## config.mk

```make
export PLATFORM = sky130hd
export DESIGN_NAME = fft4_sequencer_flat
export DESIGN_NICKNAME = d
export VERILOG_FILES = /design/src/rtl/fft4_sequencer_if.sv /design/src/rtl/fft4_sequencer.sv /design/src/flat_wrapper.sv
export SDC_FILE = /design/constraint.sdc
export NUM_CORES = 1
export LEC_CHECK = 0
export CORE_MARGIN = 2
export CORE_UTILIZATION = 45
export DETAILED_ROUTE_END_ITERATION = 10
export HOLD_SLACK_MARGIN = 0.08
export PLACE_DENSITY = 0.84
export SLEW_MARGIN = 20
export SYNTH_ARGS = -nofsm -noshare
export SYNTH_HDL_FRONTEND = slang
export SYNTH_SLANG_ARGS = --single-unit
export TNS_END_PERCENT = 30
```

## constraint.sdc

```tcl
create_clock -name clk -period 6 [get_ports clk]
set_input_delay 1.5 -clock clk [delete_from_list [all_inputs] [get_ports clk]]
set_output_delay 1.5 -clock clk [all_outputs]
set_load 0.02 [all_outputs]
```

## src/rtl/fft4_sequencer_if.sv

```systemverilog
// rtl/fft4_sequencer_if.sv - sample/bin streams and butterfly operand bundle for fft4_sequencer
interface fft4_sequencer_if #(
  parameter int WIDTH = 32
);
  logic [WIDTH-1:0] in_data;
  logic             in_valid;
  logic             in_ready;
  logic [WIDTH-1:0] out_data;
  logic             out_valid;
  logic             out_ready;
  logic             out_last;
  logic [WIDTH-1:0] bf_a;
  logic [WIDTH-1:0] bf_b;
  logic [WIDTH-1:0] bf_w;
  logic [WIDTH-1:0] bf_apwb;
  logic [WIDTH-1:0] bf_anwb;

  modport master (
    input  in_data, in_valid, out_ready, bf_apwb, bf_anwb,
    output in_ready, out_data, out_valid, out_last, bf_a, bf_b, bf_w
  );

  modport slave (
    output in_data, in_valid, out_ready, bf_apwb, bf_anwb,
    input  in_ready, out_data, out_valid, out_last, bf_a, bf_b, bf_w
  );
endinterface

```

## src/rtl/fft4_sequencer.sv

```systemverilog
// rtl/fft4_sequencer.sv - 4-point FFT control: bit-reversed load, two radix-2 stages via external butterfly, natural-order output
module fft4_sequencer #(
  parameter int WIDTH = 32
) (
  input  logic             clk,
  input  logic             rst_n,
  fft4_sequencer_if.master bus
);
  localparam int H = WIDTH / 2;
  localparam logic [WIDTH-1:0] W0 = {{H{1'b0}}, 1'b0, {(H-1){1'b1}}};
  localparam logic [WIDTH-1:0] W1 = {1'b1, {(H-1){1'b0}}, {H{1'b0}}};

  typedef enum logic [1:0] {LOAD, BF, OUT} state_e;

  state_e           state_q, state_d;
  logic [1:0]       cnt_q, cnt_d;
  logic [WIDTH-1:0] mem_q [4];

  logic [1:0]       p, q;
  logic [WIDTH-1:0] w;
  logic             in_ready, out_valid, out_last;
  logic [WIDTH-1:0] out_data, bf_a, bf_b, bf_w;

  // Butterfly schedule: stage 1 pairs (0,1),(2,3); stage 2 pairs (0,2),(1,3) with -j on the odd pair.
  always_comb begin
    p = 2'd1;
    q = 2'd3;
    w = W1;
    case (cnt_q)
      2'd0: begin p = 2'd0; q = 2'd1; w = W0; end
      2'd1: begin p = 2'd2; q = 2'd3; w = W0; end
      2'd2: begin p = 2'd0; q = 2'd2; w = W0; end
      default: ;
    endcase
  end

  always_comb begin
    state_d   = state_q;
    cnt_d     = cnt_q;
    in_ready  = 1'b0;
    out_valid = 1'b0;
    out_last  = 1'b0;
    out_data  = '0;
    bf_a      = '0;
    bf_b      = '0;
    bf_w      = '0;
    case (state_q)
      LOAD: begin
        in_ready = rst_n;
        if (bus.in_valid && in_ready) begin
          cnt_d = cnt_q + 2'd1;
          if (cnt_q == 2'd3) state_d = BF;
        end
      end
      BF: begin
        bf_a  = mem_q[p];
        bf_b  = mem_q[q];
        bf_w  = w;
        cnt_d = cnt_q + 2'd1;
        if (cnt_q == 2'd3) state_d = OUT;
      end
      OUT: begin
        out_valid = 1'b1;
        out_data  = mem_q[cnt_q];
        out_last  = (cnt_q == 2'd3);
        if (bus.out_ready) begin
          cnt_d = cnt_q + 2'd1;
          if (cnt_q == 2'd3) state_d = LOAD;
        end
      end
      default: begin
        state_d = LOAD;
        cnt_d   = '0;
      end
    endcase
  end

  always_ff @(posedge clk) begin
    if (!rst_n) begin
      state_q <= LOAD;
      cnt_q   <= '0;
    end else begin
      state_q <= state_d;
      cnt_q   <= cnt_d;
    end
  end

  // Sample n lands at its bit-reversed slot so the output phase reads bins in natural order.
  always_ff @(posedge clk) begin
    if (state_q == LOAD && bus.in_valid && in_ready) begin
      mem_q[{cnt_q[0], cnt_q[1]}] <= bus.in_data;
    end else if (state_q == BF) begin
      mem_q[p] <= bus.bf_apwb;
      mem_q[q] <= bus.bf_anwb;
    end
  end

  assign bus.in_ready  = in_ready;
  assign bus.out_valid = out_valid;
  assign bus.out_last  = out_last;
  assign bus.out_data  = out_data;
  assign bus.bf_a      = bf_a;
  assign bus.bf_b      = bf_b;
  assign bus.bf_w      = bf_w;
endmodule

```

## src/flat_wrapper.sv

```systemverilog
// flat-port wrapper written by rule: the top's interface ports become plain ports
module fft4_sequencer_flat 
#(
  parameter int WIDTH = 32
)
  (clk, rst_n, bus_in_data, bus_in_valid, bus_out_ready, bus_bf_apwb, bus_bf_anwb, bus_in_ready, bus_out_data, bus_out_valid, bus_out_last, bus_bf_a, bus_bf_b, bus_bf_w);
  fft4_sequencer_if #(.WIDTH(WIDTH)) bus_i ();
  input  logic clk;
  input  logic rst_n;
  input wire logic [$bits(bus_i.in_data)-1:0] bus_in_data;
  input wire logic [$bits(bus_i.in_valid)-1:0] bus_in_valid;
  input wire logic [$bits(bus_i.out_ready)-1:0] bus_out_ready;
  input wire logic [$bits(bus_i.bf_apwb)-1:0] bus_bf_apwb;
  input wire logic [$bits(bus_i.bf_anwb)-1:0] bus_bf_anwb;
  output wire logic [$bits(bus_i.in_ready)-1:0] bus_in_ready;
  output wire logic [$bits(bus_i.out_data)-1:0] bus_out_data;
  output wire logic [$bits(bus_i.out_valid)-1:0] bus_out_valid;
  output wire logic [$bits(bus_i.out_last)-1:0] bus_out_last;
  output wire logic [$bits(bus_i.bf_a)-1:0] bus_bf_a;
  output wire logic [$bits(bus_i.bf_b)-1:0] bus_bf_b;
  output wire logic [$bits(bus_i.bf_w)-1:0] bus_bf_w;
  assign bus_i.in_data = bus_in_data;
  assign bus_i.in_valid = bus_in_valid;
  assign bus_i.out_ready = bus_out_ready;
  assign bus_i.bf_apwb = bus_bf_apwb;
  assign bus_i.bf_anwb = bus_bf_anwb;
  assign bus_in_ready = bus_i.in_ready;
  assign bus_out_data = bus_i.out_data;
  assign bus_out_valid = bus_i.out_valid;
  assign bus_out_last = bus_i.out_last;
  assign bus_bf_a = bus_i.bf_a;
  assign bus_bf_b = bus_i.bf_b;
  assign bus_bf_w = bus_i.bf_w;
  fft4_sequencer #(.WIDTH(WIDTH)) u_core (.clk(clk), .rst_n(rst_n), .bus(bus_i));
endmodule
```

# Word level (Yosys, flattened, before mapping)
# Memory sizes are Yosys's and may differ from the RTL's. A register that Yosys moved wholly into a read port is not among the register bits.
# Cells that the tools add are included.
# W data, S select, Z words.
# totals
output_inout_bits,131
ram_bits,128
elab_cells,53
regBits,4
inputBits,100
memories,1
# classes
eq_ne,10
add_sub_neg,1
n_mux,29
reduce_logical,10
# memory_table
memory,words,width,read_ports,rd_ports_with_merged_regs,wr,line,rtl
u_core.mem_q,4,32,3,1,2,fft4_sequencer.sv:17,logic [WIDTH-1:0] mem_q [4];
# ops
cell,count
$mux W32,6
$reduce_or A32 Y1,1
$mux W2,10
$pmux W2 S3,2
$mux W1,9
$ne A2 B1 Y1 const B,4
$pmux W2 S2,2
$eq A2 B2 Y1 const B,3
$reduce_and A5 Y1,1
$eq A2 B1 Y1 const B,2
$logic_not A2 Y1,2
$logic_and A1 B1 Y1,3
$reduce_or A3 Y1,1
$add A2 B1 Y2 const B,1
$ne A2 B2 Y1 const B,1
$reduce_and A2 Y1,1
$reduce_or A2 Y1,1

# Depth between registers and ports, before layout
# Gate-level depths: netlist of the first run.
# depth
depth_word,7
ltp_mapped,8

# Worst setup path after synthesis of the first run
# No wires, ideal clock.
# synth_path
kind,input -> register
startpoint,input port rst_n
endpoint,memory u_core.mem_q[0][0] (enable)
required_time_ns,5.530
path_buffers,1
slack_ns,1.273
cell_stages,3
setup_time_ns,0.470
arrival_time_ns,4.257
path_cell_list,clkbuf_1 a21oi_1 o31ai_1
# synth_lines
item,line,rtl
start: declaration,flat_wrapper.sv:9,input logic rst_n;
end: declaration,fft4_sequencer.sv:17,

# Worst setup path after layout of the first run
# layout_path
startpoint,register u_core.cnt_q[0]
endpoint,output port bus_bf_b[17]
# layout_via
elab_chain_cells,4
# layout_lines
item,line,rtl
start: declaration,fft4_sequencer.sv:16,"logic [1:0] cnt_q, cnt_d;"
start signal: assignment,fft4_sequencer.sv:84,cnt_q <= cnt_d;
$eq A2 B2 Y1 / $logic_not A2 Y1 (equally long branches),fft4_sequencer.sv:29,case (cnt_q)
$pmux W2 S2 (*),fft4_sequencer.sv:29,
$mem_v2 Z4 W32 (*),n/a,
$mux W32 (*),fft4_sequencer.sv:47,case (state_q)
end: declaration,flat_wrapper.sv:20,output wire logic [$bits(bus_i.bf_b)-1:0] bus_bf_b;
# Mark *: on every way between the ends. The rest lies on a longest branch, timed or not.

==> results of run 1 <==
report_power, final:
part	internal (mW)	total (mW)	switching (mW)
Combinational	0.199	0.364	0.164
Clock	0.655	1.07	0.418
Sequential	1.05	1.08	0.0296
path summary, 6_finish.rpt:
kind	start	to	slack, ps	depth (start not counted)
worst min register to register	u_core.cnt_q[1]	flip-flop	620	2
worst max-delay path	u_core.cnt_q[0]	bus_bf_b[17]	1210	6
worst min-delay path	u_core.cnt_q[1]	flip-flop	620	2
worst max register to register	u_core.cnt_q[0]	u_core.mem_q[3][4]	2240	6
registers in the layout, summed over array words and instances, names as in the netlist, named ones only:
| register | count |
|---|---|
| u_core.state_q | 2 |
| u_core.cnt_q | 2 |
| u_core.mem_q | 128 |
routing by layer:
layer	up-vias	track usage	part of all wire
met1	3618	0.300	0.38
met2	382	0.409	0.53
li1	3305	-	-
met3	38	0.0361	0.071
met5	-	0	0
met4	0	0.0868	0.021
cell usage after synthesis:
library cell,n
mux2i_1,98
nor2b_1,3
mux4_2,96
a21oi_1,132
o21ai_0,2
nor4b_1,1
clkbuf_1,20
o22ai_1,1
buf_4,37
and2_1,98
nand3_1,3
buf_1,5
a31oi_1,1
mux2_2,1
o221ai_1,1
buf_2,32
or4_1,1
a22oi_1,1
nand2_1,7
dfxtp_1,6
nand2b_1,2
or4b_1,1
inv_1,3
buf_6,7
ha_1,6
conb_1,1
nand4b_1,1
nor2_1,99
o31ai_1,1
edfxtp_1,128
area by class of cell:
cell class | count | area (µm²)
fill | 1658 | 8630
multi-input combinational | 572 | 5210
sequential | 134 | 3970
timing repair buffer | 227 | 2250
clock buffer | 17 | 425
tap | 275 | 344
clock inverter | 15 | 179
inverter | 3 | 11.3
cells in the final DEF, fill, tap and decap left out, types with 12 or more instances in the layout:
cell type / n
edfxtp_1: 128
and2_1: 98
nor2_1: 99
a21oi_1: 131
clkdlybuf4s50_1: 214
mux4_2: 96
clkbuf_16: 17
conb_1: 16
mux2i_1: 98
buf_4: 12
metrics by stage:
stage,cells,instance area [µm²],setup WS [ps]
after CTS,1243,12400,1140
after floorplan,810,9670,1270
after global routing,1243,12400,1040
after global placement,1211,11800,1550
final,1243,12400,1210
after detailed placement,1211,11800,1550
kinds of logic after synthesis:
logic type / after synthesis
AO/OA/AOI/OAI: 139
adder cells (fa/ha/maj): 6
buffers and inverters: 104
flip-flops: 134
multiplexers: 195
other: 1
AND/OR/NAND/NOR: 216
critical path, stage by stage (launching register included):
cell             delay, ps
dfxtp_1                430
inv_1                  320
ha_4                   410
buf_4                  400
mux4_2                 560
and2_1                 180
clkdlybuf4s50_1        540
==> results.ini, run 1 <==
[yosys]
syn-cell-area_um2=9620
yosys.area.top_type=edfxtp_1
synth_warnings=0
syn_inst=795
ys_ff_latch=134
synthXorXnorAreaFrac=0
synth_top_family_by_area=multiplexers
synthAdderAreaFrac=0.00781
synth_cell_types=30
synth-compound-area-share=0.0735
muxShareOfSynthArea=0.328
synth_area_leaders=edfxtp_1 (40%), mux4_2 (22%), mux2i_1 (10%), a21oi_1 (6.9%), and2_1 (6.4%)
seq_area_frac_synth=0.412
syn_avg_cell_area_um2=12.1
synth_top_area_share=0.400
yosys.area_share.simple=0.114

[global_route]
grt_max_degree=91
grt_usage=0.236
overflow=0
grt_pass1_wl_um=40200
grt_pass1_vias=7262
antenna_found_initial=0

[setup_path]
path_class=flip-flop to output pin
critPathRequiredTime_ps=4500
crit_fanout=18
worstSetupStartpointType=flip-flop
cp_data_arrival_time_ps=3290
cp-end-kind=output pin

[floorplan]
start_util=0.458
num_io_pins=231
die_h_um=150
core.rowCount=53
core_um2=21000
die_x_um=150
die_area_um2=22600

[placed_design]
gp_congestion=0.802
io_buffer_count=214
dp_hpwl_um=17200

[clocking]
cts_root_buf=clkbuf_16
numCtsBuffers=17
clkTransAtPathRegs_ps=60
cts_num_sinks=134
cts_resized=0
cts_hold_buffers=0
cts_tree=done
htree_levels=4
clock_latency_ps=430
postCtsSetupRepairBufs=0
clk_path_buf_depth=2

[timing]
fmax_mhz=209
post-route-period-util=0.798
whs_ps=623
max-slew-margin-rel=0.289
clock_skew_ps=10.5
min_period_ps=4790
grt_setup_unrepaired=no
hold_viol_final=0
drv_slew=0
setup_violations=0
worst_pin_slew_ps=1070
setup_tns_ps=0

[drt]
route.detailed.drc=0
routed-via-count=7343
drt_wl_total_um=26200
avgRoutedWirePerCell_um=21.1
dr.pass1.iters=4
viasPerCell=5.91
final_antenna_net_count=0
drtIter0Drc=474

[cells_and_area]
area_growth_pct=28.8
fin_util=0.589
antenna_cells=0
nets=1061
drive_gt1_frac=0.160

[outcome]
run_status=finished, final reports clean

[power]
fin_total_pwr_mw=2.52
p_per_area_nw_per_um2=203
p_leak_nw=4.41
ir_drop_uv=194

[flow_run]
maxCapViolations=0

[hold_path]
hold_class=flip-flop to flip-flop

Note: power is estimated with default switching activity, not from simulation.
==> run 2, diff against run 1 <==
--- a/config.mk
+++ b/config.mk
@@ -9,7 +9,7 @@
 export CORE_UTILIZATION = 45
 export DETAILED_ROUTE_END_ITERATION = 10
 export HOLD_SLACK_MARGIN = 0.08
-export PLACE_DENSITY = 0.84
+export PLACE_DENSITY = 0.86
 export SLEW_MARGIN = 20
 export SYNTH_ARGS = -nofsm -noshare
 export SYNTH_HDL_FRONTEND = slang
==> constraint.sdc (replaced) <==
create_clock -name clk -period 3.85 [get_ports clk]
set_input_delay 0.9625 -clock clk [delete_from_list [all_inputs] [get_ports clk]]
set_output_delay 0.9625 -clock clk [all_outputs]
set_load 0.02 [all_outputs]
==> results.ini, run 2 (synthesized netlist as in run 1, its figures left out) <==
[setup_path]
r2r_start=u_core.cnt_q[0]  ; unchanged
crit_fanout=29  ; was 18
critPathLaunch=u_core.cnt_q[0]  ; unchanged
cp_slowest_cell=mux4_2  ; unchanged
critPathMaxStageDelay_ps=540  ; was 560 ps
path_cells=clkinvlp_4 -> ha_4 -> buf_12 -> mux4_2 -> and2_1 -> clkdlybuf4s50_1  ; was inv_1 -> ha_4 -> buf_4 -> mux4_2 -> and2_1 -> clkdlybuf4s50_1
cp-end-kind=output pin  ; unchanged
cp_data_arrival_time_ps=2750  ; was 3290 ps
worstSetupStartpointType=flip-flop  ; unchanged
critPathRequiredTime_ps=2890  ; was 4500 ps
path_class=flip-flop to output pin  ; unchanged

[placed_design]
io_buffer_count=214  ; unchanged
gp_congestion=0.860  ; was 0.802
preCtsSetupSlack_ps=293  ; was 1550 ps
dp_hpwl_um=18300  ; was 17200 µm

[timing]
max-slew-margin-rel=0.495  ; was 0.289
fin_ws_ps=136  ; was 1210 ps
worst_pin_slew_ps=758  ; was 1070 ps
setup_tns_ps=0  ; unchanged
min_period_ps=3710
hold_viol_final=0  ; unchanged
drv_slew=0  ; unchanged
grt_setup_unrepaired=no  ; unchanged
post-route-period-util=0.965
fmax_mhz=269
clock_skew_ps=6.22  ; was 10.5 ps
whs_ps=587  ; was 623 ps
setup_violations=0  ; unchanged

[global_route]
grt_usage=0.239  ; was 0.236
grt_max_degree=102  ; was 91
grt_pass1_wl_um=40700  ; was 40200 µm
overflow=0  ; unchanged
grt_pass1_vias=7396  ; was 7262
antenna_found_initial=0  ; unchanged

[clocking]
cts_num_sinks=134  ; unchanged
cts_root_buf=clkbuf_16  ; unchanged
cts_tree=done  ; unchanged
htree_levels=4  ; unchanged
clock_latency_ps=420  ; was 430 ps
clk_path_buf_depth=2  ; unchanged
numCtsBuffers=17  ; unchanged
cts_hold_buffers=0  ; unchanged
clkTransAtPathRegs_ps=60  ; about the same

[floorplan]
die_h_um=150  ; unchanged
die_x_um=150  ; unchanged
core.rowCount=53  ; unchanged
num_io_pins=231  ; unchanged
die_area_um2=22600  ; unchanged
start_util=0.458  ; unchanged
core_um2=21000  ; unchanged

[cells_and_area]
antenna_cells=0  ; unchanged
area_growth_pct=32.3  ; was 28.8%
final_cell_mix=clkdlybuf4s50_1 (214), a21oi_1 (131), edfxtp_1 (128)  ; unchanged
top_register=u_core.mem_q  ; unchanged
final_common_cell=clkdlybuf4s50_1  ; unchanged
nets=1083  ; was 1061
drive_gt1_frac=0.180  ; was 0.160
largest_reg_flops=128  ; unchanged
reg_top3=u_core.mem_q (128), u_core.cnt_q (2), u_core.state_q (2)  ; unchanged

[power]
ir_drop_uv=278  ; was 194 µV
p_per_area_nw_per_um2=314  ; was 203 nW/µm²
p_leak_nw=4.57  ; was 4.41 nW

[drt]
routed-via-count=7552  ; was 7343
viasPerCell=5.97  ; was 5.91
final_antenna_net_count=0  ; unchanged
dr.pass1.iters=5  ; was 4
drtIter0Drc=681  ; was 474
avgRoutedWirePerCell_um=21.5  ; was 21.1 µm
drt_wl_total_um=27200  ; was 26200 µm
route.detailed.drc=0  ; unchanged

[hold_path]
hold_start=u_core.cnt_q[1]  ; unchanged
hold_class=flip-flop to flip-flop  ; unchanged

[outcome]
run_status=finished, final reports clean  ; unchanged

[flow_run]
maxCapViolations=0  ; unchanged

## run 2: cell types whose count changed in the layout (fill, tap and decap cells not counted), moves of 2 or more
cell and delta:
buf_4 +10, buf_12 +11, inv_6 -2, dfxtp_1 -2
dfxtp_2 +2
## run 2: worst max-delay path, delay by kind of cell (launching register included)
family / cells / cell delay [ps]
buf+inv: 3 / 970
fa+ha+maj: 1 / 230
flops: 1 / 400
mux: 1 / 540
simple gates: 1 / 180
## run 2: worst paths after layout
kind                                            end  slack [ps]  cells past startpoint
worst min-delay path                u_core.cnt_q[1]         590                      2
worst min register to register      u_core.cnt_q[1]         590                      2
worst max-delay path                   bus_bf_b[10]         140                      6
worst max register to register  u_core.mem_q[3][15]         980                      6
## run 2: power by group
group | internal, mW | switching, mW | leakage [nW]
clock | 1.08 | 0.625 | 0.295
sequential | 1.64 | 0.0355 | 1.21
combinational | 0.336 | 0.281 | 3.06
total | 3.05 | 0.942 | 4.57
## run 2: through the flow
stage / instances / cell area [µm²] / utilization / power [mW]
after global routing: 1265 / 12700 / 0.605 / 4.10
after floorplan: 810 / 9680 / - / 2.05
final: 1265 / 12700 / 0.605 / 3.99
after detailed placement: 1231 / 12100 / 0.573 / 2.30
after global placement: 1231 / 12100 / 0.573 / 2.28
after CTS: 1264 / 12700 / 0.604 / 3.99
## run 2: final cells by class
class | count | area [µm²]
fillers | 1627 | 8300
multi-input cells | 572 | 5220
flip-flops and latches | 134 | 3970
repair buffers | 249 | 2560
clock buffers | 18 | 429
well taps | 275 | 344
clock inverters | 14 | 184
inverters | 3 | 15.0
## run 2: layer usage
| layer | share of wire | wire length, µm | vias up | global-route usage |
|---|---|---|---|---|
| met4 | 0.025 | 680 | 0 | 0.0929 |
| met3 | 0.079 | 2160 | 46 | 0.0555 |
| met2 | 0.51 | 13900 | 391 | 0.405 |
| met1 | 0.38 | 10500 | 3775 | 0.297 |
| li1 | - | - | 3340 | - |
| met5 | 0 | 0 | - | 0 |
## run 2: timing repair
item | in CTS | in global routing
resized for setup | 3 | 2
setup buffers | 1 | 1
setup endpoints to repair | 44 | 36
pin swaps | 2 | 1
